**config.mk**
```make
export PLATFORM = sky130hd
export DESIGN_NAME = button_debouncer
export DESIGN_NICKNAME = d
export VERILOG_FILES = /design/src/rtl/button_pkg.sv /design/src/rtl/button_debouncer_channel.sv /design/src/rtl/button_debouncer.sv
export SDC_FILE = /design/constraint.sdc
export NUM_CORES = 1
export LEC_CHECK = 0
export ABC_CLOCK_PERIOD_IN_PS = 5200
export BUFFER_PORTS_ARGS = -buffer_cell sky130_fd_sc_hd__buf_2
export CAP_MARGIN = 10
export CORE_ASPECT_RATIO = 0.9
export CORE_MARGIN = 5
export CORE_UTILIZATION = 40
export CTS_CLUSTER_DIAMETER = 50
export CTS_CLUSTER_SIZE = 14
export DETAILED_ROUTE_END_ITERATION = 16
export SLEW_MARGIN = 0
export SYNTH_ARGS = -nofsm -noshare
export SYNTH_HDL_FRONTEND = slang
export SYNTH_HIERARCHICAL = 1
export SYNTH_SLANG_ARGS = --single-unit
```
**constraint.sdc**
```tcl
create_clock -name MHz10 -period 5.2 [get_ports MHz10]
set_input_delay 0 -clock MHz10 [delete_from_list [all_inputs] [get_ports MHz10]]
set_output_delay 0 -clock MHz10 [all_outputs]
set_load 0.01 [all_outputs]
```
**src/rtl/button_pkg.sv**
```systemverilog
// Shared constants and types for the push-button input conditioning path.
package button_pkg;

  localparam int unsigned DEBOUNCE_DEFAULT = 100000;
  localparam int unsigned BTN_WIDTH        = 4;

  localparam int unsigned BTN_UP    = 0;
  localparam int unsigned BTN_DOWN  = 1;
  localparam int unsigned BTN_LEFT  = 2;
  localparam int unsigned BTN_RIGHT = 3;

  typedef logic [BTN_WIDTH-1:0] btn_vec_t;

endpackage

```
**src/rtl/button_debouncer_channel.sv**
```systemverilog
// One button bit: two-flop synchroniser, qualification counter, stable level.
module debounce_channel
  import button_pkg::*;
#(
  parameter int unsigned DEBOUNCE_CYCLES = DEBOUNCE_DEFAULT,
  parameter int unsigned CNT_W = $clog2(DEBOUNCE_CYCLES + 1)
) (
  input  logic clk_i,
  input  logic rst_i,
  input  logic en_i,
  input  logic raw_i,
  output logic db_o,
  output logic busy_o
);

  localparam logic [CNT_W-1:0] LAST = CNT_W'(DEBOUNCE_CYCLES - 1);

  logic             s1_q;
  logic             s2_q;
  logic             db_q;
  logic             db_d;
  logic [CNT_W-1:0] cnt_q;
  logic [CNT_W-1:0] cnt_d;

  always_comb begin
    db_d  = db_q;
    cnt_d = cnt_q;
    if (en_i) begin
      if (s2_q == db_q) begin
        cnt_d = '0;
      end else if (cnt_q == LAST) begin
        db_d  = s2_q;
        cnt_d = '0;
      end else begin
        cnt_d = cnt_q + CNT_W'(1);
      end
    end
  end

  // Synchroniser shifts every cycle; only the filter state obeys en.
  always_ff @(posedge clk_i) begin
    if (rst_i) begin
      s1_q  <= 1'b0;
      s2_q  <= 1'b0;
      db_q  <= 1'b0;
      cnt_q <= '0;
    end else begin
      s1_q  <= raw_i;
      s2_q  <= s1_q;
      db_q  <= db_d;
      cnt_q <= cnt_d;
    end
  end

  assign db_o   = db_q;
  assign busy_o = (cnt_q != '0);

endmodule

```
**src/rtl/button_debouncer.sv**
```systemverilog
// Debounces WIDTH independent push-button pins into the MHz10 domain.
module button_debouncer
  import button_pkg::*;
#(
  parameter int unsigned WIDTH = BTN_WIDTH,
  parameter int unsigned DEBOUNCE_CYCLES = DEBOUNCE_DEFAULT,
  parameter int unsigned CNT_W = $clog2(DEBOUNCE_CYCLES + 1)
) (
  input  logic             MHz10,
  input  logic             rst,
  input  logic             en,
  input  logic [WIDTH-1:0] btn_raw,
  output logic [WIDTH-1:0] db_out,
  output logic [WIDTH-1:0] busy
);

  for (genvar i = 0; i < WIDTH; i++) begin : g_ch
    debounce_channel #(
      .DEBOUNCE_CYCLES(DEBOUNCE_CYCLES),
      .CNT_W          (CNT_W)
    ) u_ch (
      .clk_i (MHz10),
      .rst_i (rst),
      .en_i  (en),
      .raw_i (btn_raw[i]),
      .db_o  (db_out[i]),
      .busy_o(busy[i])
    );
  end

endmodule

```
# Word level (Yosys, flattened, before mapping)
# Index checks and enable logic that the tools add are counted.
# Widths: inputs -> output; s select.
# word_totals
register_bits	80
latch_bits	0
mem_bits_rw	0
romBits	0
in_bits	7
output_inout_bits	8
wordCells	48
memories	0
# classes
add_sub_neg	4
mul	0
div	0
n_lt_le_gt_ge	0
n_eq_ne	8
shifts	0
muxes	8
bitwise_logic	4
reduce_logical	8
# op_table
operator	count
$mux 17	8
$add 17x1->17 const B	4
$eq 17x17->1 const B	4
$reduce_bool 17->1	4
$reduce_and 3->1	4
$eq 1x1->1	4
$not 1->1	4

# Depth between registers and ports, before layout
# logic_depth
ltp_word	3
ltp_mapped	7
ltp_nobuf	6

# Hierarchy
# Netlist, hierarchy kept.
# by_module_without_submodules
mod	instances	cells_each	area_each_um2	seq_area_each_um2
debounce_channel	4	125	1028.5	400.4

# Worst setup path after synthesis
# Ideal clock, no wire load.
# synth_path
path_kind	reg-to-reg
from	reg g_ch[0].u_ch.cnt_q[5]
to	reg g_ch[0].u_ch.cnt_q[16]
setup_ns	0.122
arrival_ns	1.775
t_required_ns	5.078
setup_slack_ns	3.304
stages_incl_launch_ff	6
path_buffers	0
period_less_slack_ns	1.896
cell_sequence	dfxtp_1 or4_4 nor4_4 a211oi_2 and3_1 a221o_1
# synth_between
elab_chain_cells	3
word_cells_on_any_way	4
classes_between	1 x add/sub; 1 x eq/ne; 2 x mux
# synth_lines
item	line_no	rtl
from (decl)	button_debouncer_channel.sv:22	logic [CNT_W-1:0] cnt_q;
from (signal assigned)	button_debouncer_channel.sv:51	cnt_q <= cnt_d;
$add 17x1->17 or $eq 17x17->1 (tied branches)	button_debouncer_channel.sv:35, button_debouncer_channel.sv:31	
$mux 17 (*)	button_debouncer_channel.sv:31	end else if (cnt_q == LAST) begin
$mux 17 (*)	button_debouncer_channel.sv:29	if (s2_q == db_q) begin
# Mark *: on every way between the ends. The rest lies on a longest branch, timed or not.
# A chain may end at the register's enable or synchronous reset.

# Worst setup path after layout
# layout_path
from	reg g_ch[2].u_ch.cnt_q[0]
to	reg g_ch[2].u_ch.cnt_q[16]
# layout_between
elab_chain_cells	3
word_cells_on_any_way	4
classes_between	1 x add/sub; 1 x eq/ne; 2 x mux
# layout_lines
item	line_no
from (decl)	button_debouncer_channel.sv:22
from (signal assigned)	button_debouncer_channel.sv:51
$add 17x1->17 or $eq 17x17->1 (tied branches)	button_debouncer_channel.sv:35, button_debouncer_channel.sv:31
$mux 17 (*)	button_debouncer_channel.sv:31
$mux 17 (*)	button_debouncer_channel.sv:29
# Marked as above.

==> implementation parameters <==
Parameter                              Value

Outcome
  Run status    completed

Routing
  Vias    3687
  Final Routed Wirelength    8.951 mm
  Number of remaining DRC errors    0
  ANT nets after route    0
  Routed wire length per instance    13.83 um
  Total iterations of the first detailed-routing run    4
  Initial detailed-routing violation count    269
  Via density per instance    5.699

Placement
  Count of buffers from port buffering    14
  Final weighted congestion in routability-driven placement    0.8351
  Detail Placement HPWL    6.068 mm
  Number of instances in the placed design    627
  Cell area after placement    4280 um2

Floorplanning
  Overall die width    116.9 um
  Total core area    10160 um2
  Full die area    12420 um2
  IO Count    15
  Starting Density    40.49%
  FP Rows    35
  Die Y    106.2 um

STA
  Final setup skew    0.006798 ns
  Measured slew at the worst slew-check pin    1.110 ns
  Final count of hold timing violations    0
  Achievable Freq    0.4398 GHz
  Slew Limit Headroom    25.84%
  RSZ-0062 raised after global routing    false
  Slew Limit Fails    0
  Worst slack on hold paths    0.2215 ns
  Post-route clock period utilization    43.73%
  Final-report setup violation count    0
  Final Critical Period    2.274 ns
  Fin Setup TNS    0 ns

Final layout
  Filler-free cell count of the finished design    647
  Filler cell count    1015
  Design area    4642 um2
  Layout Area Growth over Synthesis    12.83%
  Inserted Diodes    0
  Layout net count    528
  Fraction of layout instances using a drive strength above 1    8.108%

CTS
  TritonCTS clock tree    done
  Total clock sinks    80
  Clock buffer count from CTS    9
  Clock latency reported for the late side of the worst-skew pair    0.34 ns
  Count of H-tree levels built during CTS    3
  CTS clock-pin slew for the worst setup and hold paths    0.06 ns
  Max clock buf depth    2
  Buffer type at the clock tree root    sky130_fd_sc_hd__clkbuf_16

Flow run
  # Max-Cap Violations    0

Worst setup path
  Critical Path Start Type    flop
  Cell count of the worst reg-to-reg path    6
  CP endpoint kind    flop
  Start-to-end type of the worst setup path    reg -> reg
  Data required time of the critical path    5.48 ns
  Worst-case register-to-register setup slack    2.93 ns
  Maximum fanout count along the critical path    18
  Signal arrival time at the worst endpoint    2.56 ns

Hold path
  Kind of path behind the tightest hold check    in -> reg
  Depth of the worst hold-timing path    3

Global route
  All-layer global routing usage    15.39%
  GR Util met2    23.31%
  Maximum number of pins on one net before global-route repair    41
  Antenna violations before repair    0
  Wire length of the first global-routing pass    15.62 mm
  Total congestion overflow    0
  Most congested layer reported by global routing    met2
  Met3 track demand over resource    3.927%
  GRT met1 Usage    20.87%
  Via count of the first global-routing pass    3346

Pwr
  Power per cell area    289.5 nW/um2
  Leakage power total    1.734 nW
  VDD IR max    0.1807 mV

Logic synthesis
  Mapped Cells    500
  Number of distinct library cells after synthesis    31
  Most frequently used flop master after synthesis    sky130_fd_sc_hd__dfxtp_1
  Total standard cell area after synthesis    4114 um2
  Synth Warn #    6
  Number of flops mapped to enable cells by yosys    0
  Net Count, Synth    515
  Mean instance size in the synthesized netlist    8.228 um2
  Async S/R FF share, synth    0%
  Number of synthesized register bits    80
  Post-synthesis sequential area ratio    38.93%
final timing paths:
kind	from	end
min	en	g_ch[2].u_ch/cnt_q[2]
max	g_ch[2].u_ch/cnt_q[0]	g_ch[2].u_ch/cnt_q[16]
min reg2reg	g_ch[0].u_ch/s1_q	g_ch[0].u_ch/s2_q
max reg2reg	g_ch[2].u_ch/cnt_q[0]	g_ch[2].u_ch/cnt_q[16]
routing by layer:
layer  up-vias  part of all wire [%]
li1       1913                     -
met1      1703                    50
met2        60                    44
met3        11                   3.8
met4         0                   1.5
met5         -                     0
worst max-delay path, cell delays in order (launching register included):
cell,delay (ns)
sky130_fd_sc_hd__dfxtp_1,0.36
sky130_fd_sc_hd__ha_1,0.25
sky130_fd_sc_hd__nand4_1,0.21
sky130_fd_sc_hd__nor4_4,0.08
sky130_fd_sc_hd__a211oi_2,0.93
sky130_fd_sc_hd__and3_1,0.29
sky130_fd_sc_hd__a221o_1,0.10
power by group:
group / total [W] / switching (W) / internal [W]
registers: 0.000619 / 0.00000234 / 0.000617
clock network: 0.000681 / 0.000251 / 0.000431
logic: 0.0000435 / 0.0000287 / 0.0000148
area by class of cell:
type | instances | area [um2] | area share, %
Multi-Input combinational cell | 388 | 2387 | 51.43
Sequential cell | 80 | 1602 | 34.50
Clock buffer | 10 | 239.0 | 5.148
Tap cell | 129 | 161.4 | 3.477
Timing Repair Buffer | 18 | 110.1 | 2.372
Clock inverter | 6 | 82.58 | 1.779
Inverter | 16 | 60.06 | 1.294
cell families (layout without fill, tap and decap cells):
logic type,after synthesis,after routing,synth area share (%)
fa+ha+maj,8,8,2.433
flops,80,80,38.93
compound gates,96,96,15.45
buf+inv,32,50,3.041
xor+xnor,4,4,0.8515
simple gates,268,268,36.37
mux,12,12,2.920
flip-flops by register name, summed over array words and instances (netlist names):
signal,cells
g_ch.u_ch/db_o,4
g_ch.u_ch/cnt_q,68
g_ch.u_ch/s1_q,4
g_ch.u_ch/s2_q,4
synth_stat cells (16+ instances only):
library cell,n,share of area [%]
sky130_fd_sc_hd__o21ai_0,16,1.9
sky130_fd_sc_hd__nor3_1,16,1.9
sky130_fd_sc_hd__nor2_1,24,2.2
sky130_fd_sc_hd__nand2_1,60,5.5
sky130_fd_sc_hd__a21o_1,16,2.9
sky130_fd_sc_hd__inv_1,16,1.5
sky130_fd_sc_hd__nand3_1,60,7.3
sky130_fd_sc_hd__dfxtp_1,80,39
sky130_fd_sc_hd__or3_1,20,3.0
sky130_fd_sc_hd__a21oi_1,36,4.4
sky130_fd_sc_hd__nand4_1,28,4.3
per-stage QoR:
step	setup slack, ns	total power [W]	utilization, %
after global routing	2.719	0.001398	45.69
after global placement	3.010	0.0006733	42.13
after detailed placement	2.961	0.0006738	42.13
after CTS	2.951	0.001362	45.69
after floorplan	3.304	0.0006607	-
final	2.926	0.001344	45.69
cell usage in the layout, fill, tap and decap left out, types with 3 or more instances in the layout:
master	n
sky130_fd_sc_hd__dfxtp_1	80
sky130_fd_sc_hd__nand2_1	60
sky130_fd_sc_hd__nand3_1	60
sky130_fd_sc_hd__a21oi_1	36
sky130_fd_sc_hd__nand4_1	28
sky130_fd_sc_hd__nor2_1	24
sky130_fd_sc_hd__or3_1	20
sky130_fd_sc_hd__inv_1	16
sky130_fd_sc_hd__o21ai_0	16
sky130_fd_sc_hd__nor3_1	16
sky130_fd_sc_hd__a21o_1	16
sky130_fd_sc_hd__buf_2	14
sky130_fd_sc_hd__nor4_1	12
sky130_fd_sc_hd__nand4b_1	12
sky130_fd_sc_hd__mux2i_1	12
sky130_fd_sc_hd__clkbuf_16	9
sky130_fd_sc_hd__a22o_1	8
sky130_fd_sc_hd__and3_1	8
sky130_fd_sc_hd__nor2b_1	8
sky130_fd_sc_hd__ha_1	8
sky130_fd_sc_hd__or4_4	4
sky130_fd_sc_hd__or4_1	4
sky130_fd_sc_hd__nor4_4	4
sky130_fd_sc_hd__xor2_1	4
sky130_fd_sc_hd__a211oi_2	4
sky130_fd_sc_hd__a211o_1	4
sky130_fd_sc_hd__and4_1	4
sky130_fd_sc_hd__o311ai_0	4
sky130_fd_sc_hd__and2_1	4
sky130_fd_sc_hd__a221o_1	4
sky130_fd_sc_hd__o22ai_1	4
sky130_fd_sc_hd__dlygate4sd3_1	4
sky130_fd_sc_hd__clkinv_2	3
timing repair:
| action | CTS | global route |
|---|---|---|
| endpoints found under the setup margin | 0 | 0 |
| setup buffers | 0 | 0 |
| hold buffers | 4 | 0 |
| endpoints found under the hold margin | 4 | 0 |
| gates resized for setup | 0 | 0 |
No activity file was read; power rests on OpenSTA's default activity.
